===== config.mk =====
export PLATFORM = sky130hd
export DESIGN_NAME = dmem_arbiter
export DESIGN_NICKNAME = d
export VERILOG_FILES = /design/src/rtl/dmem_arbiter.sv
export SDC_FILE = /design/constraint.sdc
export NUM_CORES = 1
export LEC_CHECK = 0
export ABC_AREA = 1
export ABC_CLOCK_PERIOD_IN_PS = 1800
export CAP_MARGIN = 5
export CORE_AREA = 2 2 141 143
export DETAILED_ROUTE_END_ITERATION = 7
export DIE_AREA = 0 0 143 145
export PLACE_DENSITY = 0.55
export SLEW_MARGIN = 5
export SYNTH_ARGS = -nofsm -noshare
export SYNTH_HDL_FRONTEND = slang
export SYNTH_SLANG_ARGS = --single-unit

===== constraint.sdc =====
create_clock -name clk -period 1.8 [get_ports clk]
set_input_delay 0.27 -clock clk [delete_from_list [all_inputs] [get_ports clk]]
set_output_delay 0.27 -clock clk [all_outputs]
set_load 0.005 [all_outputs]

===== src/rtl/dmem_arbiter.sv =====
// Data-memory arbiter between the core load/store port and a debug/loader port.
// The core has priority. A starved debug request is forced through after MAX_WAIT lost cycles.
module dmem_arbiter #(
   parameter int ADDR_W   = 32,
   parameter int DATA_W   = 32,
   parameter int MAX_WAIT = 4
) (
   input  logic              clk,
   input  logic              sys_rst,
   input  logic              cpu_re,
   input  logic              cpu_we,
   input  logic [ADDR_W-1:0] cpu_raddr,
   input  logic [ADDR_W-1:0] cpu_waddr,
   input  logic [DATA_W-1:0] cpu_wdata,
   output logic [DATA_W-1:0] cpu_rdata,
   output logic              cpu_stall,
   input  logic              dbg_req,
   input  logic              dbg_we,
   input  logic [ADDR_W-1:0] dbg_addr,
   input  logic [DATA_W-1:0] dbg_wdata,
   input  logic              dbg_halt,
   output logic              dbg_gnt,
   output logic              dbg_rvalid,
   output logic [DATA_W-1:0] dbg_rdata,
   output logic              mem_re,
   output logic              mem_we,
   output logic [ADDR_W-1:0] mem_raddr,
   output logic [ADDR_W-1:0] mem_waddr,
   output logic [DATA_W-1:0] mem_wdata,
   input  logic [DATA_W-1:0] mem_rdata
);

   localparam logic [3:0] MAX_CNT = 4'(MAX_WAIT);

   logic [3:0] wait_cnt;
   logic       cpu_act;
   logic       force_dbg;
   logic       cpu_own;
   logic       dbg_own;

   assign cpu_act   = cpu_re | cpu_we;
   assign force_dbg = dbg_req & (dbg_halt | (wait_cnt == MAX_CNT));
   assign cpu_rdata = mem_rdata;

   // Halt without a debug request leaves the memory idle while still stalling the core.
   always_comb begin
      cpu_own   = 1'b0;
      dbg_own   = 1'b0;
      cpu_stall = 1'b0;
      if (sys_rst) begin
         cpu_own = 1'b0;
      end else if (force_dbg) begin
         dbg_own   = 1'b1;
         cpu_stall = cpu_act;
      end else if (dbg_halt) begin
         cpu_stall = cpu_act;
      end else if (cpu_act) begin
         cpu_own = 1'b1;
      end else if (dbg_req) begin
         dbg_own = 1'b1;
      end
   end

   always_comb begin
      mem_re    = 1'b0;
      mem_we    = 1'b0;
      mem_raddr = '0;
      mem_waddr = '0;
      mem_wdata = '0;
      dbg_gnt   = 1'b0;
      if (cpu_own) begin
         mem_re    = cpu_re;
         mem_we    = cpu_we;
         mem_raddr = cpu_raddr;
         mem_waddr = cpu_waddr;
         mem_wdata = cpu_wdata;
      end else if (dbg_own) begin
         mem_re    = ~dbg_we;
         mem_we    = dbg_we;
         mem_raddr = dbg_addr;
         mem_waddr = dbg_addr;
         mem_wdata = dbg_wdata;
         dbg_gnt   = 1'b1;
      end
   end

   // The wait count restarts whenever debug is served or withdraws its request.
   always_ff @(posedge clk) begin
      if (sys_rst) begin
         wait_cnt   <= '0;
         dbg_rvalid <= 1'b0;
         dbg_rdata  <= '0;
      end else begin
         if (dbg_gnt || !dbg_req) begin
            wait_cnt <= '0;
         end else if (wait_cnt < MAX_CNT) begin
            wait_cnt <= wait_cnt + 4'd1;
         end
         dbg_rvalid <= dbg_gnt & ~dbg_we;
         if (dbg_gnt && !dbg_we) begin
            dbg_rdata <= mem_rdata;
         end
      end
   end

endmodule


==> summary.txt <==
Die
  • Die width: 143 um
  • Initial Utilization: 18.29%
  • Num ports: 364
  • Die H: 145 um
  • Core ar.: 19,210 um2
  • FP Rows: 51
  • Die area: 20,740 um2

Status
  • Failing checks: setup timing
  • Status: finished, violations left

STA
  • Fin crit share: 113.6%
  • RSZ-0062 raised after global routing: true
  • Fmax: 0.4892 GHz
  • Slew @ Worst Pin: 0.3854 ns
  • Tmin final: 2.044 ns
  • Worst slew margin: 74.31%
  • Hold Fails Final Rpt: 0
  • Final worst-path setup slack: -0.2442 ns
  • Pins over their slew limit: 0
  • Setup violations, final: 100
  • Setup_tns: -16.10 ns
  • Worst Skew: 0.01100 ns

Drt
  • DR pass1 iterations: 5
  • DR DRC count: 0
  • DRT iter0 DRCs: 166
  • Via/cell ratio: 4.241
  • Vias: 5,505
  • Final ANT Viol Nets: 0
  • WL per Instance: 16.40 um
  • Drt total wl: 21,290 um

Layout
  • Syn-to-layout area delta: 162.5%
  • Commonest cells after routing, fill and taps aside: 259 x clkdlybuf4s50_1, 131 x inv_1, 84 x nand2_1
  • Most common cell after layout, fill and taps aside: clkdlybuf4s50_1
  • Nets: 1,232
  • Share of cells above drive strength 1: 39.24%
  • Post-route design area: 9224 um2
  • Finished Core Util: 48.02%

Synthesis
  • #FFs+latches synth: 37
  • Mapped Area: 3513 um2
  • Yosys top cell area share: 21.08%
  • Area leader, netlist: dfxtp_1
  • Register area share after synthesis: 21.08%
  • Synth warn: 0
  • Main area contributors after synthesis: dfxtp_1 21%, inv_1 15%, nand2_1 14%, nand3_1 14%, buf_4 7.5%
  • Gate Count Post-Synth: 633
  • Synth cell types: 24
  • Syn_area_per_cell: 5.550 um2
  • Post-synth net total: 834

Min path
  • Hold Path Depth: 4
  • Hold crit path type: reg2reg
  • Worst Hold Path EP: dbg_rdata[27]
  • Hold path start: dbg_rdata[27]

Clock tree
  • Num CTS Buffers: 5
  • H-tree depth: 2
  • Clk root buf: clkbuf_16
  • Deepest clock path buffer count: 2
  • Clk slew on worst S/H paths: 0.06 ns
  • Worst-Skew Late Latency: 0.28 ns
  • TritonCTS clock tree: yes
  • Hold_buf cts: 0
  • CTS sink cnt: 37

Global route
  • Largest net degree at the start of global routing: 34
  • First-pass GRT wire length: 31,320 um
  • GRT overflow: 0
  • Initial antenna violation count: 1
  • Tot GR Track Use: 19.36%
  • Vias in the first global route: 5,460

Power
  • Static leakage: 4.347 nW
  • Internal power: 2.476 mW
  • Tot Pwr: 3.603 mW
  • PD cells: 390.6 nW/um2
  • Clk pwr share: 24.7%
  • Switching power: 1.127 mW
  • Reg power frac: 24.1%
  • Net Sw Frac: 31.28%
  • Gate power share: 51.2%
  • VDD IR-drop max: 323.8 uV

Setup path
  • Slowest stage cell, crit path: dfxtp_2
  • Worst EP arrival: 1.77 ns
  • Worst r2r dst: dbg_rdata[30]
  • Crit-path max cell delay: 0.32 ns
  • Crit end category: output port
  • Kind of cell adding the most delay to the critical path: buffers and inverters
  • Crit path launch type: flop
  • Worst R2R Path Depth: 12
  • Setup CP Type: reg2out
  • Critical-path maximum fanout: 7
  • Sum of buffers and inverters on the critical path: 5
  • Reg2reg setup slack: 0.12 ns
  • Worst Path Required: 1.53 ns
  • Worst reg2reg startpoint: wait_cnt[0]
  • CP cell instances: inv_2 -> ha_4 -> nand3_4 -> nand3_4 -> nand2_8 -> buf_12 -> buf_12 -> buf_6 -> o21ai_2 -> buf_2

Place
  • Setup WS pre-CTS: -0.8721 ns
  • RePlAce Congestion: 0.8760
  • Detailed Place HPWL: 14,850 um
  • I/O Buffers: 363
  • Placed cell area: 7475 um2

Flow run
  • Max Cap Viol: 0
[what timing repair did]
| item | CTS | global route |
|---|---|---|
| gates cloned | 19 | 2 |
| setup buffers | 37 | 10 |
| endpoints found under the setup margin | 100 | 132 |
| pin swaps | 23 | 25 |
| resized for setup | 590 | 165 |
[cells in the mapped netlist (all sizes together)]
library cell and instances:
clkinv 1, nor2 38, o21ai 66, nand2 137
clkbuf 10, nand4 32, xor2 1, buf 67
inv 139, a21oi 2, o22ai 1, dfxtp 37
nand3 100, ha 2
[per-stage QoR]
stage                     cells  hold WS (ns)
after global placement     1230        0.4948
after global routing       1297        0.5365
after floorplan             633        0.4384
after CTS                  1293        0.5095
final                      1298        0.5070
after detailed placement   1230        0.4983
[worst reg2reg max path, delay by kind of cell (launching register included)]
kind	cells	cell delay [ns]
and+or+nand+nor	5	0.40
buffers and inverters	6	0.70
DFF	1	0.33
adders and majority gates	1	0.16
[power by group through the flow]
stage	sequential (mW)	combinational, mW	clock, mW
2_1_floorplan	0.890	0.461	0
3_3_place_gp	0.886	1.46	0
3_5_place_dp	0.887	1.46	0
4_1_cts	0.869	1.71	0.930
5_1_grt	0.873	1.98	0.953
6_report	0.869	1.84	0.889
[how the worst max path moves through the flow]
stage / cells after the start / to / from / slack [ns]
2_1_floorplan: 9 / mem_wdata[11] / wait_cnt[0] / 0.23
3_5_place_dp: 8 / mem_waddr[4] / cpu_re / -0.87
4_1_cts: 10 / mem_waddr[9] / wait_cnt[0] / -0.30
6_report: 10 / mem_waddr[20] / wait_cnt[0] / -0.24
3_3_place_gp: 8 / mem_waddr[4] / cpu_re / -0.87
5_1_grt: 10 / mem_waddr[21] / wait_cnt[0] / -0.33
[layout make-up]
class                   count  area [um2]
multi-input cells         382        2763
inverters                 140       538.0
fillers                  1919        9983
diodes                      1       2.502
clock buffers               6       138.9
repair buffers            465        4693
flip-flops and latches     37       743.2
well taps                 265       331.6
clock inverters             2       13.76
[routing by layer]
metal | vias up | part of all wire, % | track usage [%] | wire length [um]
met3 | 19 | 6.3 | 4.158 | 1340
met1 | 2536 | 39 | 22.54 | 8379
met5 | - | 0 | 0 | 0
met2 | 191 | 53 | 35.98 | 11220
li1 | 2759 | - | - | -
met4 | 0 | 1.7 | 3.762 | 355
[cells by family after synthesis]
logic type                 synth area share (%)
AOI/OAI and AO/OA                         9.865
DFF                                       21.08
adders and majority gates                0.7121
and+or+nand+nor                           39.85
xor gates and xnor gates                 0.2493
buffers and inverters                     28.24
[state kept, by name, summed over array words and instances (netlist names)]
register,cells
dbg_rdata,32
dbg_rvalid,1
wait_cnt,4
Note: power is estimated with default switching activity, not from simulation.
